===== src/rtl/ctrl_pipe.sv =====
// Pipeline control-word carrier (ID/EX, EX/MEM, MEM/WB) with load-use stall, forwarding and branch flush.
// Optional stall/flush statistics counters enabled by defining CTRL_PIPE_STATS_EN.
module ctrl_pipe #(
  parameter int REG_W = 5,
  parameter int CW    = 9
) (
  input  logic             clk,
  input  logic             rst,
  input  logic [CW-1:0]    ctr_bits,
  input  logic [REG_W-1:0] id_rs,
  input  logic [REG_W-1:0] id_rt,
  input  logic [REG_W-1:0] id_rd,
  input  logic             mem_zero,
  output logic             pc_write,
  output logic             if_id_write,
  output logic             if_id_flush,
  output logic             pc_src,
  output logic             ex_reg_dst,
  output logic             ex_alu_src,
  output logic [1:0]       ex_alu_op,
  output logic [REG_W-1:0] ex_rs,
  output logic [REG_W-1:0] ex_rt,
  output logic [REG_W-1:0] ex_dest,
  output logic [1:0]       fwd_a,
  output logic [1:0]       fwd_b,
  output logic             mem_branch,
  output logic             mem_mem_read,
  output logic             mem_mem_write,
  output logic [REG_W-1:0] mem_dest,
  output logic             wb_reg_write,
  output logic             wb_mem_to_reg,
  output logic [REG_W-1:0] wb_dest
`ifdef CTRL_PIPE_STATS_EN
  ,
  output logic [15:0]      stall_cnt,
  output logic [15:0]      flush_cnt
`endif
);

  logic [CW-1:0]    r_idex_ctl;
  logic [REG_W-1:0] r_ex_rs, r_ex_rt, r_ex_rd;
  // {Branch, MemRead, MemWrite, RegWrite, MemtoReg}
  logic [4:0]       r_exmem_ctl;
  logic [REG_W-1:0] r_mem_dest;
  // {RegWrite, MemtoReg}
  logic [1:0]       r_memwb_ctl;
  logic [REG_W-1:0] r_wb_dest;

  logic             w_stall;
  logic             w_taken;
  logic [REG_W-1:0] w_ex_dest;

  assign w_ex_dest = r_idex_ctl[8] ? r_ex_rd : r_ex_rt;
  assign w_stall   = r_idex_ctl[3] && (r_ex_rt != '0) &&
                     ((r_ex_rt == id_rs) || (r_ex_rt == id_rt));
  assign w_taken   = r_exmem_ctl[4] & mem_zero;

  // A taken branch overrides the stall: the flush already discards the dependent instruction.
  assign pc_write    = ~w_stall | w_taken;
  assign if_id_write = ~w_stall | w_taken;
  assign if_id_flush = w_taken;
  assign pc_src      = w_taken;

  always_ff @(posedge clk or posedge rst) begin
    if (rst) begin
      r_idex_ctl  <= '0;
      r_ex_rs     <= '0;
      r_ex_rt     <= '0;
      r_ex_rd     <= '0;
      r_exmem_ctl <= '0;
      r_mem_dest  <= '0;
      r_memwb_ctl <= '0;
      r_wb_dest   <= '0;
    end else begin
      r_idex_ctl  <= (w_stall || w_taken) ? '0 : ctr_bits;
      r_ex_rs     <= id_rs;
      r_ex_rt     <= id_rt;
      r_ex_rd     <= id_rd;
      r_exmem_ctl <= w_taken ? '0 : r_idex_ctl[4:0];
      r_mem_dest  <= w_ex_dest;
      r_memwb_ctl <= r_exmem_ctl[1:0];
      r_wb_dest   <= r_mem_dest;
    end
  end

  always_comb begin
    fwd_a = 2'b00;
    if (r_exmem_ctl[1] && (r_mem_dest != '0) && (r_mem_dest == r_ex_rs))
      fwd_a = 2'b10;
    else if (r_memwb_ctl[1] && (r_wb_dest != '0) && (r_wb_dest == r_ex_rs))
      fwd_a = 2'b01;
  end

  always_comb begin
    fwd_b = 2'b00;
    if (r_exmem_ctl[1] && (r_mem_dest != '0) && (r_mem_dest == r_ex_rt))
      fwd_b = 2'b10;
    else if (r_memwb_ctl[1] && (r_wb_dest != '0) && (r_wb_dest == r_ex_rt))
      fwd_b = 2'b01;
  end

  assign ex_reg_dst    = r_idex_ctl[8];
  assign ex_alu_op     = r_idex_ctl[7:6];
  assign ex_alu_src    = r_idex_ctl[5];
  assign ex_rs         = r_ex_rs;
  assign ex_rt         = r_ex_rt;
  assign ex_dest       = w_ex_dest;
  assign mem_branch    = r_exmem_ctl[4];
  assign mem_mem_read  = r_exmem_ctl[3];
  assign mem_mem_write = r_exmem_ctl[2];
  assign mem_dest      = r_mem_dest;
  assign wb_reg_write  = r_memwb_ctl[1];
  assign wb_mem_to_reg = r_memwb_ctl[0];
  assign wb_dest       = r_wb_dest;

`ifdef CTRL_PIPE_STATS_EN
  logic [15:0] r_stall_cnt;
  logic [15:0] r_flush_cnt;

  always_ff @(posedge clk or posedge rst) begin
    if (rst) begin
      r_stall_cnt <= '0;
      r_flush_cnt <= '0;
    end else begin
      if (w_stall && !w_taken && (r_stall_cnt != '1))
        r_stall_cnt <= r_stall_cnt + 16'd1;
      if (w_taken && (r_flush_cnt != '1))
        r_flush_cnt <= r_flush_cnt + 16'd1;
    end
  end

  assign stall_cnt = r_stall_cnt;
  assign flush_cnt = r_flush_cnt;
`endif

endmodule


===== config.mk =====
export PLATFORM = sky130hd
export DESIGN_NAME = ctrl_pipe
export DESIGN_NICKNAME = d
export VERILOG_FILES = /design/src/rtl/ctrl_pipe.sv
export SDC_FILE = /design/constraint.sdc
export NUM_CORES = 1
export LEC_CHECK = 0
export CAP_MARGIN = 30
export CORE_MARGIN = 2
export CORE_UTILIZATION = 25
export DETAILED_ROUTE_END_ITERATION = 8
export PLACE_DENSITY_LB_ADDON = 0.15
export SLEW_MARGIN = 40
export SYNTH_ARGS = -nofsm -noshare
export SYNTH_HDL_FRONTEND = slang
export SYNTH_SLANG_ARGS = --single-unit

===== constraint.sdc =====
create_clock -name clk -period 3.1 [get_ports clk]
set_input_delay 0.465 -clock clk [delete_from_list [all_inputs] [get_ports clk]]
set_output_delay 0.465 -clock clk [all_outputs]
set_load 0.02 [all_outputs]

==> flow_metrics.env <==
export IMPL_status="finished, final reports clean"
export IMPL_tightestPinTransition_ps=449
export IMPL_grt_pass1_vias=1288
export IMPL_route_detailed_drc=0
export IMPL_path_clk_slew_ps=70
export IMPL_worstSetupEndpointType="primary output"
export IMPL_ys_warn_count=0
export IMPL_track_usage_pct=11.3
export IMPL_htree_levels=2
export IMPL_combinationalPowerShare_pct=19.4
export IMPL_ys_top_cells_by_area="dfrtp_1 60%, xnor2_1 8.2%, xor2_1 7.2%, mux2_2 3.3%, nor4_2 2.9%"
export IMPL_swShare_pct=25.2
export IMPL_multi_input_area_sq_um=598
export IMPL_period_share_pct=94.9
export IMPL_overflow=0
export IMPL_dpl_cell_count=273
export IMPL_path_buf_inv=1
export IMPL_synth_top_area_share_pct=60.2
export IMPL_yosysMostFrequentCell="dfrtp_1"
export IMPL_final_cells=281
export IMPL_ys_flop_type="dfrtp_1"
export IMPL_synthTopCellsByCount="41 x dfrtp_1, 16 x xnor2_1, 14 x xor2_1, 12 x nand2_1, 9 x a21oi_1"
export IMPL_async_flop_share_pct=100
export IMPL_leakage_nw=1.05
export IMPL_grt_antenna_before_repair=0
export IMPL_cts_tree="built"
export IMPL_irDropWorstVdd_mv=0.246
export IMPL_core_sq_mm=0.00668
export IMPL_seq_area_sq_mm=0.00103
export IMPL_synth_seq_area_share_pct=60.2
export IMPL_yosysUniqueCellTypes=20
export IMPL_powerDensity_mw_per_mm2=539
export IMPL_cp_start_kind="register"
export IMPL_required_ps=2630
export IMPL_grt_pass1_wl_microns=6510
export IMPL_seqPwrFrac_pct=44.5
export IMPL_grt_max_degree=26
export IMPL_crit_arrival_ps=2480
export IMPL_syn_to_final_growth_pct=50.8
export IMPL_synth_fp_nets=160
export IMPL_rows=30
export IMPL_dpl_hpwl_microns=3060
export IMPL_slowest_stage="clkdlybuf4s50_1"
export IMPL_finalClockSkew_ps=6.00
export IMPL_port_buffers=68
export IMPL_cts_repair_resized=0
export IMPL_die_h_microns=86.6
export IMPL_drv_cap=0
export IMPL_rsz0062_at_grt="no"
export IMPL_path_delay_family="simple AND/OR/NAND/NOR gates"
export IMPL_path_cells="or4_1 > o21a_1 > nand3_1 > clkdlybuf4s50_1"
export IMPL_syn_area_sq_mm=0.00170
export IMPL_wl_microns=3940
export IMPL_slew_limit_headroom_pct=70.0
export IMPL_setup_worst_path_class="reg2out"
export IMPL_final_layout_size_suffix_gt1_share_pct=11.9
export IMPL_worstHoldPathType="reg2reg"
export IMPL_diodes=0
export IMPL_final_nets=227
export IMPL_die_width_microns=86.6
export IMPL_drt_pre_antenna_iters=4
export IMPL_cts_sinks=41
export IMPL_ys_seq_elements=41
export IMPL_pwr_share_clk_pct=36.1
export IMPL_numCtsBuffers=5
export IMPL_setup_violations=0
export IMPL_power_switching_mw=0.349
export IMPL_vias=1181
export IMPL_internal_power_mw=1.04
export IMPL_clkLatencyLatePin_ps=290
export IMPL_yosys_area_top_type="dfrtp_1"
export IMPL_cts_hold_buffers_added=0
export IMPL_clockRootBuffer="clkbuf_8"
export IMPL_cp_max_fo=10
export IMPL_syn_inst=133
export IMPL_synth_edf_count=0
export IMPL_finalMaxSlewViolations=0
export IMPL_detail_route_antenna_nets=0
export IMPL_viasPerCell=4.20
export IMPL_fmax_ghz=0.340
export IMPL_tns_ps=0
export IMPL_start_util_pct=25.5
export IMPL_clock_path_buffers=2
export IMPL_cp_slowest_stage_delay_ps=630
export IMPL_post_cts_buffers=0
export IMPL_avgSynthCellArea_sq_um=12.8
export IMPL_period_minus_slack_ps=2940
export IMPL_fillers=673
export IMPL_drtIter0Drc=56
export IMPL_io_pins=69
export IMPL_gp_congestion=0.808
export IMPL_power_mw=1.39
export IMPL_die_area_sq_mm=0.00749
export IMPL_hold_viol_final=0
export IMPL_wl_per_cell_microns=14.0
[worst paths after layout]
kind / from / endpoint / slack (ps) / depth (start not counted)
max in group asynchronous: rst / wb_dest[0] / 2050 / 3
min in group asynchronous: rst / r_idex_ctl[8] / 480 / 2
worst min-delay path: r_exmem_ctl[0] / r_memwb_ctl[0] / 350 / 0
worst min register to register: r_exmem_ctl[0] / r_memwb_ctl[0] / 350 / 0
worst max-delay path: ex_rt[2] / if_id_write / 160 / 4
worst max register to register: ex_rt[2] / r_idex_ctl[5] / 1440 / 3
[power groups by stage]
stage	Clock [mW]	Combinational [mW]	Sequential (mW)
after CTS	0.517	0.273	0.618
after detailed placement	0	0.273	0.629
after floorplan	0	0.118	0.649
after global routing	0.537	0.290	0.624
final	0.500	0.268	0.617
after global placement	0	0.271	0.628
[layer usage]
metal	share of wire [%]	up-vias	global-route usage (%)	wire length, microns
met2	50	45	18.0	1950
met5	0	-	0	0
met3	7.0	5	3.90	276
met1	42	566	14.1	1650
met4	1.5	0	4.26	59
li1	-	565	-	-
[area by class of cell]
type / instances / share of cell area, %
multi-input cells: 79 / 23.3
clock inverters: 3 / 2.53
repair buffers: 71 / 27.4
inverters: 2 / 0.341
clock buffers: 5 / 2.68
flip-flops and latches: 41 / 39.9
well taps: 80 / 3.89
[worst reg2reg max path: cells and delay by family (launching register included)]
| kind | cells | cell delay (ps) |
|---|---|---|
| compound gates | 2 | 500 |
| simple gates | 1 | 570 |
| flops | 1 | 510 |
[kinds of logic after synthesis]
group | Yosys count | synth area share, %
DFF | 41 | 60.2
AOI/OAI and AO/OA | 13 | 5.07
and+or+nand+nor | 31 | 11.3
xor gates and xnor gates | 30 | 15.4
buffers and inverters | 13 | 4.70
muxes | 5 | 3.30
[flip-flops by register name (all words and copies together) (netlist names)]
signal and flops:
wb_dest 5, ex_rt 5, ex_rs 5, r_idex_ctl 9, r_memwb_ctl 2, mem_dest 5, r_ex_rd 5, r_exmem_ctl 5
[per-stage QoR]
step	util [%]	setup slack (ps)	instance area [sq um]	hold slack [ps]
after floorplan	-	796	1700	331
after global placement	36.4	465	2430	332
after detailed placement	36.5	459	2440	336
after CTS	38.5	116	2570	353
after global routing	38.5	52.1	2570	376
final	38.5	158	2570	349
[placed cells by master (no fill, tap or decap), drive strengths merged]
cell type      Yosys  final
dfrtp             41     41
nand3              5      5
clkinv             0      2
buf                7      3
bufinv             0      2
clkbuf             4      5
mux2               5      5
o21ai              2      2
or4                5      5
o22ai              1      1
a21oi              9      9
nor4               4      4
clkdlybuf4s50      0     68
and2               5      5
xor2              14     14
xnor2             16     16
o21a               1      1
inv                2      1
nand2             12     12
Power figures use the tool's default switching activity.
